## src/rtl/wb_rr_arbiter.sv

```systemverilog
// Round-robin arbiter that lets several Wishbone managers share a single
// peripheral bus. Only the granted manager is forwarded to the peripheral.
// Every ownership change is followed by a one-cycle bus gap. A strobe that
// the peripheral leaves unacknowledged for too long is terminated with an
// error acknowledge.
module wb_rr_arbiter #(
    parameter int NUM_MANAGERS = 2,
    parameter int TIMEOUT      = 255
) (
    input  logic                        CLK,
    input  logic                        nRST,
    input  logic [32*NUM_MANAGERS-1:0]  A_ADR_I,
    input  logic [32*NUM_MANAGERS-1:0]  A_DAT_I,
    input  logic [4*NUM_MANAGERS-1:0]   A_SEL_I,
    input  logic [NUM_MANAGERS-1:0]     A_WE_I,
    input  logic [NUM_MANAGERS-1:0]     A_STB_I,
    input  logic [NUM_MANAGERS-1:0]     A_CYC_I,
    output logic [32*NUM_MANAGERS-1:0]  A_DAT_O,
    output logic [NUM_MANAGERS-1:0]     A_ACK_O,
    output logic [NUM_MANAGERS-1:0]     A_ERR_O,
    input  logic [31:0]                 DAT_I,
    input  logic                        ACK_I,
    output logic [31:0]                 ADR_O,
    output logic [31:0]                 DAT_O,
    output logic [3:0]                  SEL_O,
    output logic                        WE_O,
    output logic                        STB_O,
    output logic                        CYC_O,
    output logic [NUM_MANAGERS-1:0]     GNT_O
);

    localparam int          IDX_W    = (NUM_MANAGERS > 1) ? $clog2(NUM_MANAGERS) : 1;
    localparam logic [15:0] TMO      = 16'(TIMEOUT);
    localparam logic [31:0] ERR_DATA = 32'hBADB_BADB;

    typedef enum logic [1:0] {
        IDLE,
        GRANT,
        HOLDOFF
    } state_e;

    state_e                  state_q, state_d;
    logic [NUM_MANAGERS-1:0] gnt_q, gnt_d;
    logic [IDX_W-1:0]        idx_q, idx_d;   // index of the current owner
    logic [IDX_W-1:0]        ptr_q, ptr_d;   // last owner; search starts just above it
    logic [15:0]             cnt_q, cnt_d;   // cycles the current strobe has waited

    logic                    found;
    logic [IDX_W-1:0]        pick_idx;
    logic [IDX_W-1:0]        cand;
    logic                    granted;
    logic                    stb_raw;
    logic                    timeout_hit;

    // Per-manager views of the packed request buses.
    logic [31:0] adr_m [NUM_MANAGERS];
    logic [31:0] dat_m [NUM_MANAGERS];
    logic [3:0]  sel_m [NUM_MANAGERS];

    // Split the packed manager buses into per-manager words.
    always_comb begin : unpack_managers
        for (int m = 0; m < NUM_MANAGERS; m++) begin
            adr_m[m] = A_ADR_I[32*m +: 32];
            dat_m[m] = A_DAT_I[32*m +: 32];
            sel_m[m] = A_SEL_I[4*m +: 4];
        end
    end

    // Search upward from ptr+1 (wrapping) for the first manager holding CYC.
    always_comb begin : pick_next
        // NOTE: every variable written here gets a default before any branch,
        // otherwise paths that skip an assignment infer a latch.
        found    = 1'b0;
        pick_idx = '0;
        cand     = '0;
        for (int i = 1; i <= NUM_MANAGERS; i++) begin
            cand = IDX_W'((int'(ptr_q) + i) % NUM_MANAGERS);
            if (!found && A_CYC_I[cand]) begin
                found    = 1'b1;
                pick_idx = cand;
            end
        end
    end

    assign granted     = (state_q == GRANT);
    assign stb_raw     = granted & A_STB_I[idx_q];
    // Acknowledge wins over the timeout when both land in the same cycle.
    assign timeout_hit = stb_raw & ~ACK_I & (cnt_q == TMO);

    // Next-state, grant, pointer and timeout-counter update.
    always_comb begin : fsm_next
        state_d = state_q;
        gnt_d   = gnt_q;
        idx_d   = idx_q;
        ptr_d   = ptr_q;
        cnt_d   = cnt_q;
        case (state_q)
            IDLE: begin
                if (found) begin
                    state_d = GRANT;
                    idx_d   = pick_idx;
                    gnt_d   = NUM_MANAGERS'(1) << pick_idx;
                    cnt_d   = '0;
                end
            end
            GRANT: begin
                if (!A_CYC_I[idx_q]) begin
                    // Owner released the bus: remember it for fairness and
                    // drop everything for one gap cycle.
                    state_d = HOLDOFF;
                    gnt_d   = '0;
                    ptr_d   = idx_q;
                    cnt_d   = '0;
                end else if (ACK_I || !stb_raw || timeout_hit) begin
                    cnt_d = '0;
                end else if (cnt_q != TMO) begin
                    cnt_d = cnt_q + 16'd1;
                end
            end
            HOLDOFF: state_d = IDLE;
            default: state_d = IDLE;
        endcase
    end

    // Forward the owner to the peripheral and route the response back to it.
    always_comb begin : route_bus
        ADR_O   = '0;
        DAT_O   = '0;
        SEL_O   = '0;
        WE_O    = 1'b0;
        STB_O   = 1'b0;
        CYC_O   = 1'b0;
        A_DAT_O = '0;
        A_ACK_O = '0;
        A_ERR_O = '0;
        if (granted) begin
            ADR_O = adr_m[idx_q];
            DAT_O = dat_m[idx_q];
            SEL_O = sel_m[idx_q];
            WE_O  = A_WE_I[idx_q];
            STB_O = stb_raw & ~timeout_hit;
            CYC_O = A_CYC_I[idx_q];
        end
        // gnt_q is one-hot only while in GRANT, so IDLE and HOLDOFF hide ACK_I.
        for (int m = 0; m < NUM_MANAGERS; m++) begin
            if (gnt_q[m]) begin
                A_ACK_O[m]          = ACK_I | timeout_hit;
                A_ERR_O[m]          = timeout_hit;
                A_DAT_O[32*m +: 32] = timeout_hit ? ERR_DATA : DAT_I;
            end
        end
    end

    assign GNT_O = gnt_q;

    // State registers; reset parks the pointer on the last manager so that
    // manager 0 wins the first arbitration.
    always_ff @(posedge CLK or negedge nRST) begin
        if (!nRST) begin
            state_q <= IDLE;
            gnt_q   <= '0;
            idx_q   <= '0;
            ptr_q   <= IDX_W'(NUM_MANAGERS - 1);
            cnt_q   <= '0;
        end else begin
            // NOTE: non-blocking assignments so every flop samples the
            // pre-edge values regardless of statement order.
            state_q <= state_d;
            gnt_q   <= gnt_d;
            idx_q   <= idx_d;
            ptr_q   <= ptr_d;
            cnt_q   <= cnt_d;
        end
    end

endmodule

```

## config.mk

```make
export PLATFORM = sky130hd
export DESIGN_NAME = wb_rr_arbiter
export DESIGN_NICKNAME = d
export VERILOG_FILES = /design/src/rtl/wb_rr_arbiter.sv
export SDC_FILE = /design/constraint.sdc
export NUM_CORES = 1
export LEC_CHECK = 0
export CORE_AREA = 2 2 125 127
export CTS_BUF_LIST = sky130_fd_sc_hd__clkbuf_8
export DETAILED_ROUTE_END_ITERATION = 6
export DIE_AREA = 0 0 127 129
export HOLD_SLACK_MARGIN = 0.05
export PLACE_DENSITY = 0.62
export SYNTH_ARGS = -nofsm -noshare
export SYNTH_HDL_FRONTEND = slang
export SYNTH_SLANG_ARGS = --single-unit
```

## constraint.sdc

```tcl
create_clock -name CLK -period 3 [get_ports CLK]
set_input_delay 0.6 -clock CLK [delete_from_list [all_inputs] [get_ports CLK]]
set_output_delay 0.6 -clock CLK [all_outputs]
set_load 0.005 [all_outputs]
```

==> Yosys cells after proc, flatten, opt, wreduce, memory -nomap -nowiden <==
Index checks and enable logic that the tools add are counted.
Widths: inputs -> output; s select.
{ "totals": {"ff_bits": 22, "output_inout_bits": 141, "elab_cells": 87} }
{ "op_classes": {"add_sub_neg": 3, "order_cmp": 4, "n_eq_ne": 6, "shifts": 1, "muxes": 47, "n_bitwise": 9, "n_reduce_logical": 12} }
{ "op_table": {"columns": ["op", "count"], "rows": [
  ["$mux 32", 11],
  ["$mux 16", 4],
  ["$pmux 16 s2", 1],
  ["$mux 1", 21],
  ["$add 16x1->16 const B", 1],
  ["$eq 16x8->1 const B", 1],
  ["$mux 4", 4],
  ["$ne 16x8->1 const B", 1],
  ["$mux 2", 4],
  ["$pmux 2 s2", 2],
  ["$lt 1x2->1 const B", 3],
  ["$reduce_and 2->1", 3],
  ["$reduce_and 3->1", 2],
  ["$and 1x1->1", 4],
  ["$ne 2x2->1 const B", 2],
  ["$ne 4x2->1 const B", 1],
  ["$not 1->1", 3],
  ["$add 1x1->1 const B", 2],
  ["$eq 2x1->1 const B", 1],
  ["$ge 2x2->1 const B", 1],
  ["$logic_not 1->1", 2],
  ["$logic_not 2->1", 1],
  ["$logic_or 1x1->1", 2],
  ["$not 1->2", 1],
  ["other kinds (4)", 4]
]} }

==> Longest topological paths before layout <==
Gate-level depths: netlist (run 1).
{ "logic_depth": {"ltp_word": 10, "mapped_depth": 8, "depth_no_buf": 5} }

==> Worst setup path after synthesis (run 1) <==
Ideal clock, no wire load.
{ "synth_path": {"path_kind": "reg2out", "startpoint": "register cnt_q[0]", "endpoint": "output port A_DAT_O[10]", "arrival_time_ps": 1695, "required_ps": 2400, "slack_ps": 705, "stages_incl_launch_ff": 8, "path_cell_list": "dfrtp_1 > ha_1 > and3_1 > buf_2 > nand4_2 > or3_4 > buf_6 > and3_1"} }
{ "synth_between": {"elab_chain_len": 4} }
{ "synth_rtl": {"columns": ["item", "line_no", "text"], "rows": [
  ["start, declared", "46", "logic [15:0] cnt_q, cnt_d;"],
  ["start signal, assigned", "172", "cnt_q <= cnt_d;"],
  ["$eq 16x8->1", "88", "assign timeout_hit = stb_raw & ~ACK_I & (cnt_q == TMO);"],
  ["$and 1x1->1", "88", null],
  ["$mux 32", "149", "A_DAT_O[32*m +: 32] = timeout_hit ? ERR_DATA : DAT_I;"],
  ["$mux 32", "146", "if (gnt_q[m]) begin"],
  ["end, declared", "18", "output logic [32*NUM_MANAGERS-1:0] A_DAT_O,"]
]} }
Every way passes these cells.

==> Worst setup path after layout (run 1) <==
{ "layout_path": {"startpoint": "register cnt_q[1]", "endpoint": "output port A_DAT_O[35]"} }
The elaborated chain is that of the path after synthesis.

==> results of run 1 <==
worst max-delay path, delay by kind of cell (launching register included):
| kind | cells | cell delay [ps] |
|---|---|---|
| fa+ha+maj | 1 | 220 |
| simple gates | 3 | 600 |
| buf+inv | 6 | 680 |
| flops | 1 | 380 |
| compound gates | 1 | 90 |
power breakdown:
group	switching (uW)	internal [uW]	total, uW
registers	43.0	347	390
clock network	99.3	91.4	191
logic	1500	1740	3250
total	1650	2180	3830
synthesized netlist by cell type (all sizes together), types with 2 or more instances:
| cell | n | area share, % |
|---|---|---|
| nor3 | 5 | 1.1 |
| or3 | 2 | 0.62 |
| buf | 15 | 3.3 |
| mux2i | 73 | 26 |
| o21ai | 10 | 1.8 |
| o211ai | 3 | 0.79 |
| or2 | 3 | 0.66 |
| nor2 | 77 | 10 |
| nand4 | 9 | 2.2 |
| and2 | 3 | 0.66 |
| dfrtp | 21 | 19 |
| o21a | 46 | 12 |
| nand2 | 18 | 2.4 |
| nor4 | 5 | 1.3 |
| nand2b | 4 | 0.88 |
| and4 | 2 | 0.62 |
| o22ai | 3 | 0.66 |
| a21oi | 2 | 0.35 |
| a31oi | 6 | 1.3 |
| nand3 | 10 | 1.8 |
| clkbuf | 23 | 3.0 |
| inv | 4 | 0.53 |
| a22o | 3 | 0.93 |
| and3 | 22 | 4.9 |
per-layer routing:
metal	GRT usage, %	vias up
li1	-	1979
met1	22.6	1915
met2	32.1	229
met3	5.65	12
met4	3.23	0
met5	0	-
layout make-up:
type | instances | area share [%]
sequential | 22 | 8.63
clock inverter | 1 | 0.0583
tap | 188 | 3.65
multi-input combinational | 316 | 33.6
inverter | 4 | 0.233
timing repair buffer | 345 | 53.2
clock buffer | 3 | 0.642
sequential cells by signal, summed over array words and instances (netlist names):
name	flops
idx_q	1
ptr_q	1
cnt_q	16
state_q	2
GNT_O	2
final timing paths:
kind	start	end	slack [ps]	cells after the start
min reg2reg	ptr_q	ptr_q	490	2
max	cnt_q[1]	A_DAT_O[35]	140	11
max in group asynchronous	nRST	cnt_q[4]	1620	2
max reg2reg	idx_q	cnt_q[2]	650	6
min	ptr_q	ptr_q	490	2
min in group asynchronous	nRST	cnt_q[3]	780	1
stage by stage:
step           TNS, ps  hold WS (ps)  total power, uW  setup WS, ps
6_report             0           490             3830           143
4_1_cts           -593           497             3860          -151
3_5_place_dp    -11270           486             3780          -195
3_3_place_gp     -9510           472             3750          -182
2_1_floorplan        0           304             1810           705
5_1_grt              0           514             4100          33.8
kinds of logic after synthesis:
logic type      count (synthesis)  synth area share, %
buf+inv                        42                 6.84
xor+xnor                        1                0.309
flops                          22                 19.5
simple gates                  162                 27.7
mux                            73                 25.8
fa+ha+maj                       1                0.441
compound gates                 78                 19.5
what timing repair did:
action | in CTS | in global routing
setup endpoints to repair | 69 | 92
setup buffers | 4 | 5
endpoints found under the hold margin | 0 | 0
pin swaps | 3 | 2
cloned | 2 | 3
gates resized for setup | 68 | 65
==> impl_metrics.py, run 1 <==
metrics = {
    "yosys": {
        "ys_warn_count": 0,
        "syn_avg_cell_area_um2": 7.48,
        "synth-seq-cells": 22,
        "syn_nets": 557,
        "synth_edf_count": 0,
        "synth.cell_area_um2": 2840,
        "ys_async_sr_fraction_pct": 100,
        "synthCells": 379,
        "synth_cell_types": 43,
        "synth_ff_type": "dfrtp_1",
        "synth-seq-area-share_pct": 19.5,
    },
    "critical_path": {
        "critPathLaunchType": "flip-flop",
        "cp.required_ps": 2400,
        "crit_top_cell": "buf_6",
        "worstSetupPathType": "flip-flop to output pin",
        "cpPeakStageDelay_ps": 380,
        "cp_cell_sequence": "ha_2 > and3_1 > nand4_4 > nor3_4 > buf_12 > buf_12 > buf_6 > buf_6 > buf_6 > o21a_1 > buf_2",
        "arrival_ps": 2260,
        "critical_path.slowest_cell": "dfrtp_1",
        "crit_fanout": 6,
        "cp-end-kind": "output pin",
    },
    "placed_design": {
        "post_dp_cell_area_um2": 6210,
        "placed_cells_incl_taps": 861,
        "place.port_buffers": 317,
        "gp_congestion": 0.873,
        "dp_hpwl_um": 13500,
    },
    "floorplanning": {
        "die_h_um": 129,
        "dieArea_um2": 16400,
        "placementRows": 45,
        "io_pins": 318,
        "core-area_um2": 15000,
        "die_w_um": 127,
        "start_util_pct": 18.9,
    },
    "cts": {
        "root_buffer": "clkbuf_8",
        "cts_tree": "done",
        "cts_buffer_depth": 2,
        "cts_buffers": 3,
        "cts_sinks": 22,
        "clk_latency_ps": 260,
        "htreeDepth": 1,
        "cts.reportedPaths.clkPinSlew_ps": 80,
        "ctsHoldBuffers": 0,
    },
    "sta": {
        "timing.fmax_ghz": 0.350,
        "skew_ps": 5.61,
        "post-route-period-util_pct": 95.2,
        "relSlewSlack_pct": 48.4,
        "slew_violations": 0,
        "setup_viol": 0,
        "grt_setup_unrepaired": "false",
        "final.min_clock_period_ps": 2860,
        "hold_viol": 0,
        "tightestPinTransition_ps": 772,
    },
    "finish": {
        "multiInputGateArea_um2": 2160,
        "nets": 870,
        "final_common_cell": "clkdlybuf4s50_1",
        "postLayoutCoreUtil_pct": 43.0,
        "instances_no_fill": 879,
        "fillers": 1468,
        "mostFrequentLayoutCells": "246 x clkdlybuf4s50_1, 77 x nor2_1, 73 x mux2i_1",
        "final_cell_area_um2": 6440,
        "area_growth_pct": 127,
        "diodes": 0,
        "layout.area.seq_um2": 556,
        "drive_above_1_share_pct": 8.68,
    },
    "global_routing": {
        "grt_max_degree": 76,
        "grt-ovfl-total": 0,
        "track_usage_pct": 18.4,
        "antenna_found_initial": 0,
        "grt_pass1_vias": 3905,
        "grt_pass1_wl_um": 23200,
    },
    "detailed_routing": {
        "wl_um": 16900,
        "first_pass_iters": 5,
        "drt-initial-drc-count": 277,
        "postRouteAntennaNets": 0,
        "wl_met2_um": 8520,
        "dr_wl_met3_um": 1630,
        "wl_met1_um": 6560,
        "num_vias": 4135,
        "routed.top_layer": "met4",
        "drc": 0,
        "via_per_inst": 4.70,
        "routedWlPerCell_um": 19.2,
    },
    "job": {
        "drv_cap": 0,
    },
    "power": {
        "ir_drop_mv": 0.325,
        "p_leak_uw": 0.00290,
        "power-per-cell-area_nw_per_um2": 595,
    },
    "run_status": {
        "status": "completed",
    },
    "hold_path": {
        "holdCritPathClass": "flip-flop to flip-flop",
    },
}
No activity file was read; power rests on OpenSTA's default activity.
==> run 2, diff against run 1 <==
--- a/config.mk
+++ b/config.mk
@@ -6,11 +6,12 @@
 export NUM_CORES = 1
 export LEC_CHECK = 0
 export CORE_AREA = 2 2 125 127
-export CTS_BUF_LIST = sky130_fd_sc_hd__clkbuf_8
+export CTS_BUF_LIST = sky130_fd_sc_hd__clkbuf_4 sky130_fd_sc_hd__clkbuf_8
 export DETAILED_ROUTE_END_ITERATION = 6
 export DIE_AREA = 0 0 127 129
 export HOLD_SLACK_MARGIN = 0.05
 export PLACE_DENSITY = 0.62
+export RECOVER_POWER = 50
 export SYNTH_ARGS = -nofsm -noshare
 export SYNTH_HDL_FRONTEND = slang
 export SYNTH_SLANG_ARGS = --single-unit
==> run 2 against run 1 <==
  * Clock-buffer cell count is 1 higher
  * Combinational power decreased by 3%
  * Register-to-register slack got worse by 20 ps
  * Sequential share of layout area barely moved
  * First-iteration DRC count up 8.7%
  * Wire length fell by 0.24%
  * Cell area shrank 0.21%
  * Die area is the same
  * Sequential cell count did not move
==> impl_metrics.py, run 2 (synthesized netlist as in run 1, its figures left out) <==
metrics = {
    "global_routing": {
        "grt_pass1_wl_um": 23200,
        "grt_max_degree": 76,
        "antenna_found_initial": 0,
        "track_usage_pct": 18.4,
        "grt_pass1_vias": 3905,
        "grt-ovfl-total": 0,
    },
    "floorplanning": {
        "dieArea_um2": 16400,
        "io_pins": 318,
        "die_w_um": 127,
        "placementRows": 45,
        "start_util_pct": 18.9,
        "core-area_um2": 15000,
        "die_h_um": 129,
    },
    "finish": {
        "drive_above_1_share_pct": 8.54,
        "final_cell_area_um2": 6420,
        "regMostFlops": "cnt_q",
        "fillers": 1470,
        "area_growth_pct": 127,
        "diodes": 0,
        "nets": 870,
        "largest_reg_flops": 16,
        "mostFrequentLayoutCells": "206 x clkdlybuf4s50_1, 77 x nor2_1, 73 x mux2i_1",
        "final_common_cell": "clkdlybuf4s50_1",
    },
    "sta": {
        "slew_violations": 0,
        "tightestPinTransition_ps": 778,
        "final.min_clock_period_ps": 2880,
        "tns_ps": 0,
        "whs_ps": 490,
        "relSlewSlack_pct": 48.0,
        "hold_viol": 0,
        "setup_ws_ps": 118,
        "grt_setup_unrepaired": "false",
        "setup_viol": 0,
        "timing.fmax_ghz": 0.347,
        "post-route-period-util_pct": 96.1,
        "skew_ps": 5.89,
    },
    "cts": {
        "cts_buffers": 3,
        "root_buffer": "clkbuf_8",
        "htreeDepth": 1,
        "cts.reportedPaths.clkPinSlew_ps": 80,
        "cts_buffer_depth": 2,
        "cts_tree": "done",
        "cts_sinks": 22,
        "ctsHoldBuffers": 0,
        "clk_latency_ps": 260,
    },
    "critical_path": {
        "cp-end-kind": "output pin",
        "worstSetupPathType": "flip-flop to output pin",
        "cp.required_ps": 2400,
        "crit_fanout": 72,
        "arrival_ps": 2280,
        "critPathLaunchType": "flip-flop",
    },
    "power": {
        "p_leak_uw": 0.00297,
        "ir_drop_mv": 0.325,
        "power-per-cell-area_nw_per_um2": 582,
    },
    "detailed_routing": {
        "wl_um": 16800,
        "num_vias": 4172,
        "postRouteAntennaNets": 0,
        "drc": 0,
        "drt-initial-drc-count": 301,
        "routedWlPerCell_um": 19.2,
        "via_per_inst": 4.75,
        "first_pass_iters": 4,
    },
    "placed_design": {
        "gp_congestion": 0.873,
        "pre_cts_ws_ps": -195,
        "post_dp_cell_area_um2": 6210,
        "dp_hpwl_um": 13500,
        "place.port_buffers": 317,
    },
    "run_status": {
        "status": "completed",
    },
    "job": {
        "drv_cap": 0,
    },
    "hold_path": {
        "holdCritPathClass": "flip-flop to flip-flop",
    },
}
run 2: layout make-up:
class,count,area (um2),share of cell area (%)
clock buffer,4,48.8,0.760
inverter,4,15.0,0.234
multi-input combinational,316,2150,33.5
sequential,22,556,8.65
tap,188,235,3.66
timing repair buffer,345,3410,53.1
run 2: path summary, 6_finish.rpt:
| check | startpoint | end | depth (start not counted) | slack [ps] |
|---|---|---|---|---|
| worst max-delay path | idx_q | DAT_O[26] | 4 | 120 |
| worst min-delay path | ptr_q | ptr_q | 2 | 490 |
| worst max register to register | idx_q | cnt_q[2] | 6 | 630 |
| worst min register to register | ptr_q | ptr_q | 2 | 490 |
| max in group asynchronous | nRST | cnt_q[11] | 2 | 1370 |
| min in group asynchronous | nRST | cnt_q[0] | 1 | 850 |
run 2: worst max-delay path, cell delays in order, from the launching register on:
cell           delay, ps
dfrtp_4              450
buf_12               370
mux2i_1              430
nor2_1                90
dlygate4sd3_1        610
run 2: metrics by stage:
step | std cells | power [uW] | util (%)
final | 879 | 3740 | 42.9
after global routing | 879 | 4000 | 42.9
after CTS | 871 | 3870 | 42.0
after detailed placement | 861 | 3780 | 41.5
after global placement | 861 | 3750 | 41.5
after floorplan | 379 | 1810 | -
run 2: power by group:
group / switching [uW] / internal, uW
sequential: 42.5 / 347
combinational: 1500 / 1650
clock: 95.7 / 104
total: 1630 / 2110
run 2: per-layer routing:
metal	global-route usage (%)	up-vias	wire, um
met5	0	-	0
met2	32.1	232	8430
met3	5.65	18	1590
met4	3.23	0	202
li1	-	1986	-
met1	22.6	1936	6630
run 2: repair_timing:
| item | CTS | global route |
|---|---|---|
| resized for setup | 68 | 65 |
| endpoints found under the hold margin | 0 | 0 |
| setup endpoints to repair | 69 | 91 |
| pin swaps | 3 | 2 |
| buffers inserted | 4 | 5 |
| gates cloned | 2 | 3 |
